`src/rtl/seg_pkg.sv`:
```
// Shared types and constants for the A2D round scheduler and its round timer.
package seg_pkg;

  typedef enum logic [2:0] {
    ST_IDLE   = 3'd0,
    ST_CMD    = 3'd1,
    ST_WAIT_C = 3'd2,
    ST_GAP    = 3'd3,
    ST_READ   = 3'd4,
    ST_WAIT_R = 3'd5
  } state_t;

  localparam logic [2:0]  CH_LFT   = 3'd0;
  localparam logic [2:0]  CH_RGHT  = 3'd4;
  localparam logic [2:0]  CH_STEER = 3'd5;
  localparam logic [2:0]  CH_BATT  = 3'd6;
  localparam logic [1:0]  LAST_IDX = 2'd3;

  // Command word layout: {2'b00, channel[2:0], 11'h000}
  localparam logic [1:0]  CMD_HDR  = 2'b00;
  localparam logic [10:0] CMD_PAD  = 11'h000;

  localparam int          TMR_W    = 21;
  localparam logic [TMR_W-1:0] TC_FAST = 21'd4095;
  localparam logic [TMR_W-1:0] TC_SLOW = 21'h1FFFFF;

  function automatic logic [15:0] mk_cmd(input logic [2:0] ch);
    return {CMD_HDR, ch, CMD_PAD};
  endfunction

  function automatic logic [2:0] idx2ch(input logic [1:0] idx);
    case (idx)
      2'd0:    return CH_LFT;
      2'd1:    return CH_RGHT;
      2'd2:    return CH_STEER;
      default: return CH_BATT;
    endcase
  endfunction

endpackage

```
`src/rtl/a2d_rnd_tmr.sv`:
```
// Saturating round timer: counts up from a clear, holds at terminal count (full).
module a2d_rnd_tmr
  import seg_pkg::*;
#(
  parameter logic FAST_SIM = 1'b1
) (
  input  logic i_clk,
  input  logic i_rst_n,
  input  logic i_clr,
  output logic o_full
);

  localparam logic [TMR_W-1:0] TC = FAST_SIM ? TC_FAST : TC_SLOW;

  logic [TMR_W-1:0] r_cnt;

  always_ff @(posedge i_clk or negedge i_rst_n) begin
    if (!i_rst_n) begin
      r_cnt <= '0;
    end else if (i_clr) begin
      r_cnt <= '0;
    end else if (r_cnt != TC) begin
      r_cnt <= r_cnt + 1'b1;
    end
  end

  assign o_full = (r_cnt == TC);

endmodule

```
`src/rtl/a2d_sched.sv`:
```
// Round scheduler: converts ch0/4/5/6 via two SPI transactions each, then pulses vld.
// SPI handshake: wrt is a one-clk request with cmd held until done; done is a
// one-clk completion (rsp valid) and is only honoured while awaiting it.
module a2d_sched
  import seg_pkg::*;
#(
  parameter logic FAST_SIM = 1'b1
) (
  input  logic        clk,
  input  logic        rst_n,
  input  logic        trig,
  output logic        wrt,
  output logic [15:0] cmd,
  input  logic        done,
  input  logic [15:0] rsp,
  output logic [11:0] lft_ld,
  output logic [11:0] rght_ld,
  output logic [11:0] steer_pot,
  output logic [11:0] batt,
  output logic        vld,
  output state_t      o_dbg_state
);

  state_t      r_state;
  state_t      w_state_nxt;
  logic [1:0]  r_idx;
  logic [15:0] r_cmd;
  logic [11:0] r_lft;
  logic [11:0] r_rght;
  logic [11:0] r_steer;
  logic [11:0] r_batt;
  logic        r_vld;
  logic        w_full;
  logic        w_start;
  logic        w_cap;
  logic        w_wrt;
  logic        w_last;
  logic [3:0]  w_unused_rsp;

  assign w_unused_rsp = rsp[15:12];
  assign w_last       = (r_idx == LAST_IDX);

  a2d_rnd_tmr #(
    .FAST_SIM (FAST_SIM)
  ) u_tmr (
    .i_clk   (clk),
    .i_rst_n (rst_n),
    .i_clr   (w_start),
    .o_full  (w_full)
  );

  always_ff @(posedge clk or negedge rst_n) begin
    if (!rst_n) begin
      r_state <= ST_IDLE;
    end else begin
      r_state <= w_state_nxt;
    end
  end

  always_comb begin
    w_state_nxt = r_state;
    w_start     = 1'b0;
    w_cap       = 1'b0;
    w_wrt       = 1'b0;
    case (r_state)
      ST_IDLE: begin
        if (trig || w_full) begin
          w_start     = 1'b1;
          w_state_nxt = ST_CMD;
        end
      end
      ST_CMD: begin
        w_wrt       = 1'b1;
        w_state_nxt = ST_WAIT_C;
      end
      ST_WAIT_C: begin
        if (done) w_state_nxt = ST_GAP;
      end
      ST_GAP: w_state_nxt = ST_READ;
      ST_READ: begin
        w_wrt       = 1'b1;
        w_state_nxt = ST_WAIT_R;
      end
      ST_WAIT_R: begin
        if (done) begin
          w_cap       = 1'b1;
          w_state_nxt = w_last ? ST_IDLE : ST_CMD;
        end
      end
      default: w_state_nxt = ST_IDLE;
    endcase
  end

  // Results live until the same channel is captured again in a later round.
  always_ff @(posedge clk or negedge rst_n) begin
    if (!rst_n) begin
      r_idx   <= 2'd0;
      r_cmd   <= 16'h0000;
      r_lft   <= 12'h000;
      r_rght  <= 12'h000;
      r_steer <= 12'h000;
      r_batt  <= 12'h000;
      r_vld   <= 1'b0;
    end else begin
      r_vld <= w_cap && w_last;
      if (w_start) begin
        r_idx <= 2'd0;
        r_cmd <= mk_cmd(CH_LFT);
      end else if (w_cap && !w_last) begin
        r_idx <= r_idx + 2'd1;
        r_cmd <= mk_cmd(idx2ch(r_idx + 2'd1));
      end
      if (w_cap) begin
        case (r_idx)
          2'd0:    r_lft   <= rsp[11:0];
          2'd1:    r_rght  <= rsp[11:0];
          2'd2:    r_steer <= rsp[11:0];
          default: r_batt  <= rsp[11:0];
        endcase
      end
    end
  end

  assign wrt         = w_wrt;
  assign cmd         = r_cmd;
  assign lft_ld      = r_lft;
  assign rght_ld     = r_rght;
  assign steer_pot   = r_steer;
  assign batt        = r_batt;
  assign vld         = r_vld;
  assign o_dbg_state = r_state;

endmodule

```
`config.mk`:
```
export PLATFORM = sky130hd
export DESIGN_NAME = a2d_sched
export DESIGN_NICKNAME = d
export VERILOG_FILES = /design/src/rtl/seg_pkg.sv /design/src/rtl/a2d_rnd_tmr.sv /design/src/rtl/a2d_sched.sv
export SDC_FILE = /design/constraint.sdc
export NUM_CORES = 1
export LEC_CHECK = 0
export CAP_MARGIN = 20
export CORE_MARGIN = 2
export CORE_UTILIZATION = 25
export DETAILED_ROUTE_END_ITERATION = 8
export SYNTH_ARGS = -nofsm -noshare
export SYNTH_HDL_FRONTEND = slang
export SYNTH_HIERARCHICAL = 1
export SYNTH_SLANG_ARGS = --single-unit
```
`constraint.sdc`:
```
create_clock -name clk -period 2.7 [get_ports clk]
set_clock_uncertainty 0.05 [all_clocks]
set_input_delay 0.27 -clock clk [delete_from_list [all_inputs] [get_ports clk]]
set_output_delay 0.27 -clock clk [all_outputs]
set_load 0.005 [all_outputs]
```
## Yosys cells after proc, flatten, opt, wreduce, memory -nomap -nowiden

Cells that the tools add are included.

| storage, ports and cells | value |
|---|---|
| word-level logic and storage cells | 60 |
| memories | 0 |
| bits in read-only memories | 0 |
| input bits | 20 |
| bits in registers | 91 |
| bits in writable memories | 0 |
| output and inout port bits | 69 |
| latch bits | 0 |

| operators by class | value |
|---|---|
| reductions and logical operators | 16 |
| bitwise gates (word level) | 1 |
| $add $sub $neg | 2 |
| $lt $le $gt $ge | 0 |
| eq/ne operators | 15 |
| mux-type cells | 17 |
| shift-type cells | 0 |
| div/mod/pow operators | 0 |
| $mul | 0 |

Operators by type and width:

| operator | count |
|---|---|
| two-way mux 21 bit | 2 |
| two-way mux 16 bit | 2 |
| adder 21 x 1 -> 21 bit (second input constant) | 1 |
| equality test 21 x 12 -> 1 bit (second input constant) | 1 |
| inequality test 21 x 12 -> 1 bit (second input constant) | 1 |
| case mux 3 bit (6 select lines) | 1 |
| two-way mux 3 bit | 3 |
| case mux 3 bit (3 select lines) | 1 |
| AND reduction 2 bit | 4 |
| equality test 2 bit (second input constant) | 3 |
| equality test 3 x 2 -> 1 bit (second input constant) | 2 |
| equality test 3 bit (second input constant) | 2 |
| two-way mux 1 bit | 6 |
| inequality test 2 bit (second input constant) | 3 |
| equality test 2 x 1 -> 1 bit (second input constant) | 2 |
| logical NOT 2 bit | 2 |
| two-way mux 2 bit | 2 |
| nonzero test 2 bit | 2 |
| equality test 3 x 1 -> 1 bit (second input constant) | 1 |
| logical NOT 3 bit | 1 |
| AND reduction 3 bit | 1 |
| OR reduction 3 bit | 1 |
| adder 2 x 1 -> 2 bit (second input constant) | 1 |
| logical AND 1 bit | 2 |
| other kinds (4) | 4 |

## Logic depth before layout (Yosys ltp)

| depth | value |
|---|---|
| depth in word-level cells | 5 |
| depth in mapped cells | 13 |

## Cells and area by module

The synthesis kept the hierarchy.

Modules (own cells, without submodules):

| module | instances | sequential area each (um^2) | cells an instance | area an instance (um^2) |
|---|---|---|---|---|
| a2d_sched | 1 | 1426.4 | 170 | 2578.7 |
| a2d_rnd_tmr | 1 | 525.5 | 132 | 1251.2 |

## Worst setup path after synthesis

Ideal clock, no wire load.

| path | value |
|---|---|
| path type | reg2reg |
| start | register u_tmr.r_cnt[0] |
| end | register u_tmr.r_cnt[11] |
| period minus slack after synthesis | 2.902 ns |
| setup slack | -0.202 ns |
| arrival | 2.714 ns |
| cell stages (with the launch flop) | 13 |
| required time | 2.512 ns |
| path through | dfrtp_1 -> ha_1 -> and4_1 -> buf_4 -> and4_1 -> buf_4 -> nand2_1 -> inv_1 -> nor2_1 -> nor4_1 -> clkbuf_1 -> clkbuf_1 -> a211oi_1 |

| between the ends | value |
|---|---|
| cells in the longest elaborated chain, start to end | 5 |
| elaborated cells on any way between the ends | 9 |

Ends and longest elaborated chain:

| what | RTL line | text |
|---|---|---|
| start: declaration | a2d_rnd_tmr.sv:15 | `logic [TMR_W-1:0] r_cnt;` |
| start signal: assignment | a2d_rnd_tmr.sv:23 | `r_cnt <= r_cnt + 1'b1;` |
| equality test 21 x 12 -> 1 bit (*) | a2d_rnd_tmr.sv:27 | `assign o_full = (r_cnt == TC);` |
| named net w_full | a2d_sched.sv:33 | `logic w_full;` |
| logical OR 1 bit (*) | a2d_sched.sv:67 | `if (trig \|\| w_full) begin` |
| two-way mux 1 bit (*) | a2d_sched.sv:67 |  |
| two-way mux 1 bit (*) | a2d_sched.sv:65 | `case (r_state)` |
| named net w_start | a2d_sched.sv:34 | `logic w_start;` |
| two-way mux 21 bit / nonzero test 2 bit (equally long branches) | -- |  |

The timed path passes the listed nets; every way through them passes the cells marked *. The select of a mux whose other input is x is not followed.
A chain may end at the register's enable or synchronous reset.

## Final worst setup path

| path | value |
|---|---|
| start | register u_tmr.r_cnt[0] |
| end | register u_tmr.r_cnt[10] |

Same word-level chain as after synthesis.

==> results.json <==
{
  "status": "finished, final reports clean",
  "postCtsSetupRepairBufs": 0,
  "diodes": 0,
  "dieArea_um2": 16300,
  "seq_power_share_pct": 39.9,
  "antenna_found_initial": 0,
  "grt_pass1_vias": 2497,
  "overflow": 0,
  "drc": 0,
  "drtAntennaViolNets": 0,
  "worstPathArrival_ns": 2.36,
  "final_cells": 568,
  "worstPathRequired_ns": 2.87,
  "synthCells": 302,
  "r2r_cells": 10,
  "post-place-ws_ns": 0.505,
  "rrSetupSlack_ns": 0.50,
  "comb_power_share_pct": 27.4,
  "max-clock-path-buffers": 2,
  "synth_common_cells": "dfrtp_1 (78), mux2_4 (39), mux2_2 (18)",
  "start_kind": "flop",
  "synthFlopType": "dfrtp_1",
  "routedWlPerCell_um": 14.4,
  "core_region_area_um2": 15100,
  "ios": 89,
  "rsz0062_at_grt": "no",
  "crit_type": "flop to flop",
  "yosys_warnings": 6,
  "clockPowerShare_pct": 32.6,
  "layout.nets": 400,
  "drt-total-wl_um": 8180,
  "clock-root-buffer": "clkbuf_16",
  "finalCriticalPeriod_ns": 2.20,
  "yosysTopAreaCell": "dfrtp_1",
  "r2r_end": "u_tmr/r_cnt[10]",
  "clk_latency_ns": 0.33,
  "post_cts_resized": 0,
  "grt_use_met3_pct": 3.17,
  "yosysSeqAreaShare_pct": 51.0,
  "synthArstFlopShare_pct": 100,
  "path_max_fanout": 30,
  "yosysMostFrequentCell": "dfrtp_1",
  "viasPerCell": 4.42,
  "fin_ws_ns": 0.501,
  "syn_area_um2": 3830,
  "synthTopCellsByArea": "dfrtp_1 (51%), mux2_4 (15%), mux2_2 (5.3%), buf_4 (3.3%), buf_6 (2.6%)",
  "cap_violations": 0,
  "grt_max_degree": 79,
  "p_int_mw": 3.00,
  "cts_tree": "done",
  "busiest_layer": "met2",
  "grt.met1_usage_pct": 13.9,
  "power_mw": 4.09,
  "clock-sinks": 78,
  "tns_ns": 0,
  "die_y_um": 128,
  "peakVddDrop_uv": 327,
  "die_w_um": 128,
  "synth.ff_latch_count": 78,
  "clk_pin_slew_ns": 0.06,
  "maxClockFrequency_ghz": 0.455,
  "hold_slack_ns": 0.369,
  "slew_violations": 0,
  "crit_path_end_kind": "flop",
  "numPortBuffers": 71,
  "drt_first_iter_violations": 101,
  "numCtsBuffers": 9,
  "finalHoldViolCount": 0,
  "leakage_nw": 2.36,
  "dp_hpwl_um": 5480,
  "hold_class": "input pin to asynchronous set/reset pin",
  "placed_cells": 550,
  "num_vias": 2513,
  "yosysUniqueCellTypes": 42,
  "ctsHtreeMaxLevel": 3,
  "yosysTopAreaCellShare_pct": 51.0,
  "synth_area_per_cell_um2": 12.7,
  "track_usage_pct": 10.5,
  "synth_edf_count": 0,
  "drtPass1Iterations": 5,
  "final_layout_size_suffix_gt1_share_pct": 23.9,
  "place.gp.congestion": 0.769,
  "holdBufCountCts": 0,
  "rows": 45,
  "r2r-start": "u_tmr/r_cnt[0]",
  "nFillCells": 1508,
  "start_util_pct": 25.4,
  "swShare_pct": 26.6,
  "area_growth_pct": 31.1,
  "grt_first_pass_wirelength_um": 13400,
  "finalSetupViolCount": 0,
  "finalCritPeriodShare_pct": 81.4,
  "powerDensity_nw_per_um2": 814,
  "p_switching_mw": 1.09,
  "use_met2_pct": 15.9
}
-- critical path, stage by stage (launching register included) --
cell and delay [ns]:
dfrtp_1 0.43, ha_1 0.21, and4_1 0.23, and4_1 0.20, nand2_1 0.10, inv_1 0.08
nor2_1 0.06, nor4_4 0.18, buf_12 0.22, nor2b_1 0.06, mux2_2 0.26
-- final cells by class --
type	count	area, um^2	share of cell area, %
inverters	6	22.5	0.449
flip-flops and latches	78	1950	38.9
multi-input cells	201	1680	33.4
clock inverters	6	93.8	1.87
well taps	188	235	4.68
clock buffers	10	239	4.76
repair buffers	79	803	16.0
-- how the worst max path moves through the flow --
| stage | startpoint | end |
|---|---|---|
| finish | u_tmr/r_cnt[0] | u_tmr/r_cnt[10] |
| global route | u_tmr/r_cnt[0] | u_tmr/r_cnt[5] |
| CTS | u_tmr/r_cnt[0] | u_tmr/r_cnt[10] |
| detailed placement | u_tmr/r_cnt[0] | u_tmr/r_cnt[10] |
| global placement | u_tmr/r_cnt[0] | u_tmr/r_cnt[8] |
| floorplan | u_tmr/r_cnt[0] | u_tmr/r_cnt[11] |
-- flip-flops by register name, summed over array words and instances (netlist names) --
| signal | flops |
|---|---|
| u_tmr/r_cnt | 21 |
| batt | 12 |
| lft_ld | 12 |
| rght_ld | 12 |
| steer_pot | 12 |
| cmd | 3 |
| o_dbg_state | 3 |
| r_idx | 2 |
| vld | 1 |
-- stage by stage --
stage               cell area (um^2)  utilization (%)
floorplan                       3880                -
global placement                4650             30.8
detailed placement              4650             30.8
CTS                             4980             33.0
global route                    5020             33.3
finish                          5020             33.3
-- power by group through the flow --
stage | Sequential (mW) | Clock [mW] | Combinational, mW
6_report | 1.63 | 1.33 | 1.12
5_1_grt | 1.67 | 1.43 | 1.22
4_1_cts | 1.63 | 1.38 | 1.13
3_5_place_dp | 1.65 | 0 | 1.12
3_3_place_gp | 1.64 | 0 | 1.10
2_1_floorplan | 1.58 | 0 | 0.610
-- per-layer routing --
layer | up-vias | part of all wire [%]
li1 | 1199 | -
met1 | 1240 | 48
met2 | 64 | 45
met3 | 10 | 4.8
met4 | 0 | 1.7
met5 | - | 0
-- cell families after synthesis --
| family | after synthesis | synth area share (%) |
|---|---|---|
| AO/OA/AOI/OAI | 43 | 6.86 |
| XOR/XNOR | 2 | 0.457 |
| adder cells (fa/ha/maj) | 5 | 1.63 |
| buffers and inverters | 35 | 6.86 |
| flip-flops | 78 | 51.0 |
| multiplexers | 58 | 20.8 |
| other | 1 | 0.0979 |
| AND/OR/NAND/NOR | 80 | 12.3 |
-- layout by cell type (no fill, tap or decap), types with 3 or more instances in the layout --
cell type        netlist  layout
dfrtp_1               78      78
clkdlybuf4s50_1        0      70
mux2_4                39      39
mux2_2                18      18
nor2_1                17      17
a21oi_1               17      17
nand3_1               13      13
conb_1                 1      13
o21ai_0               11      11
nand2_1                9       9
clkbuf_16              0       9
nor2b_1                9       9
inv_1                  6       6
buf_4                 17       6
ha_1                   5       5
nand2_4                4       4
nor3_1                 4       4
or4_1                  4       4
and4_1                 3       3
a211oi_1               3       3
o31ai_1                3       3
No activity file was read; power rests on OpenSTA's default activity.
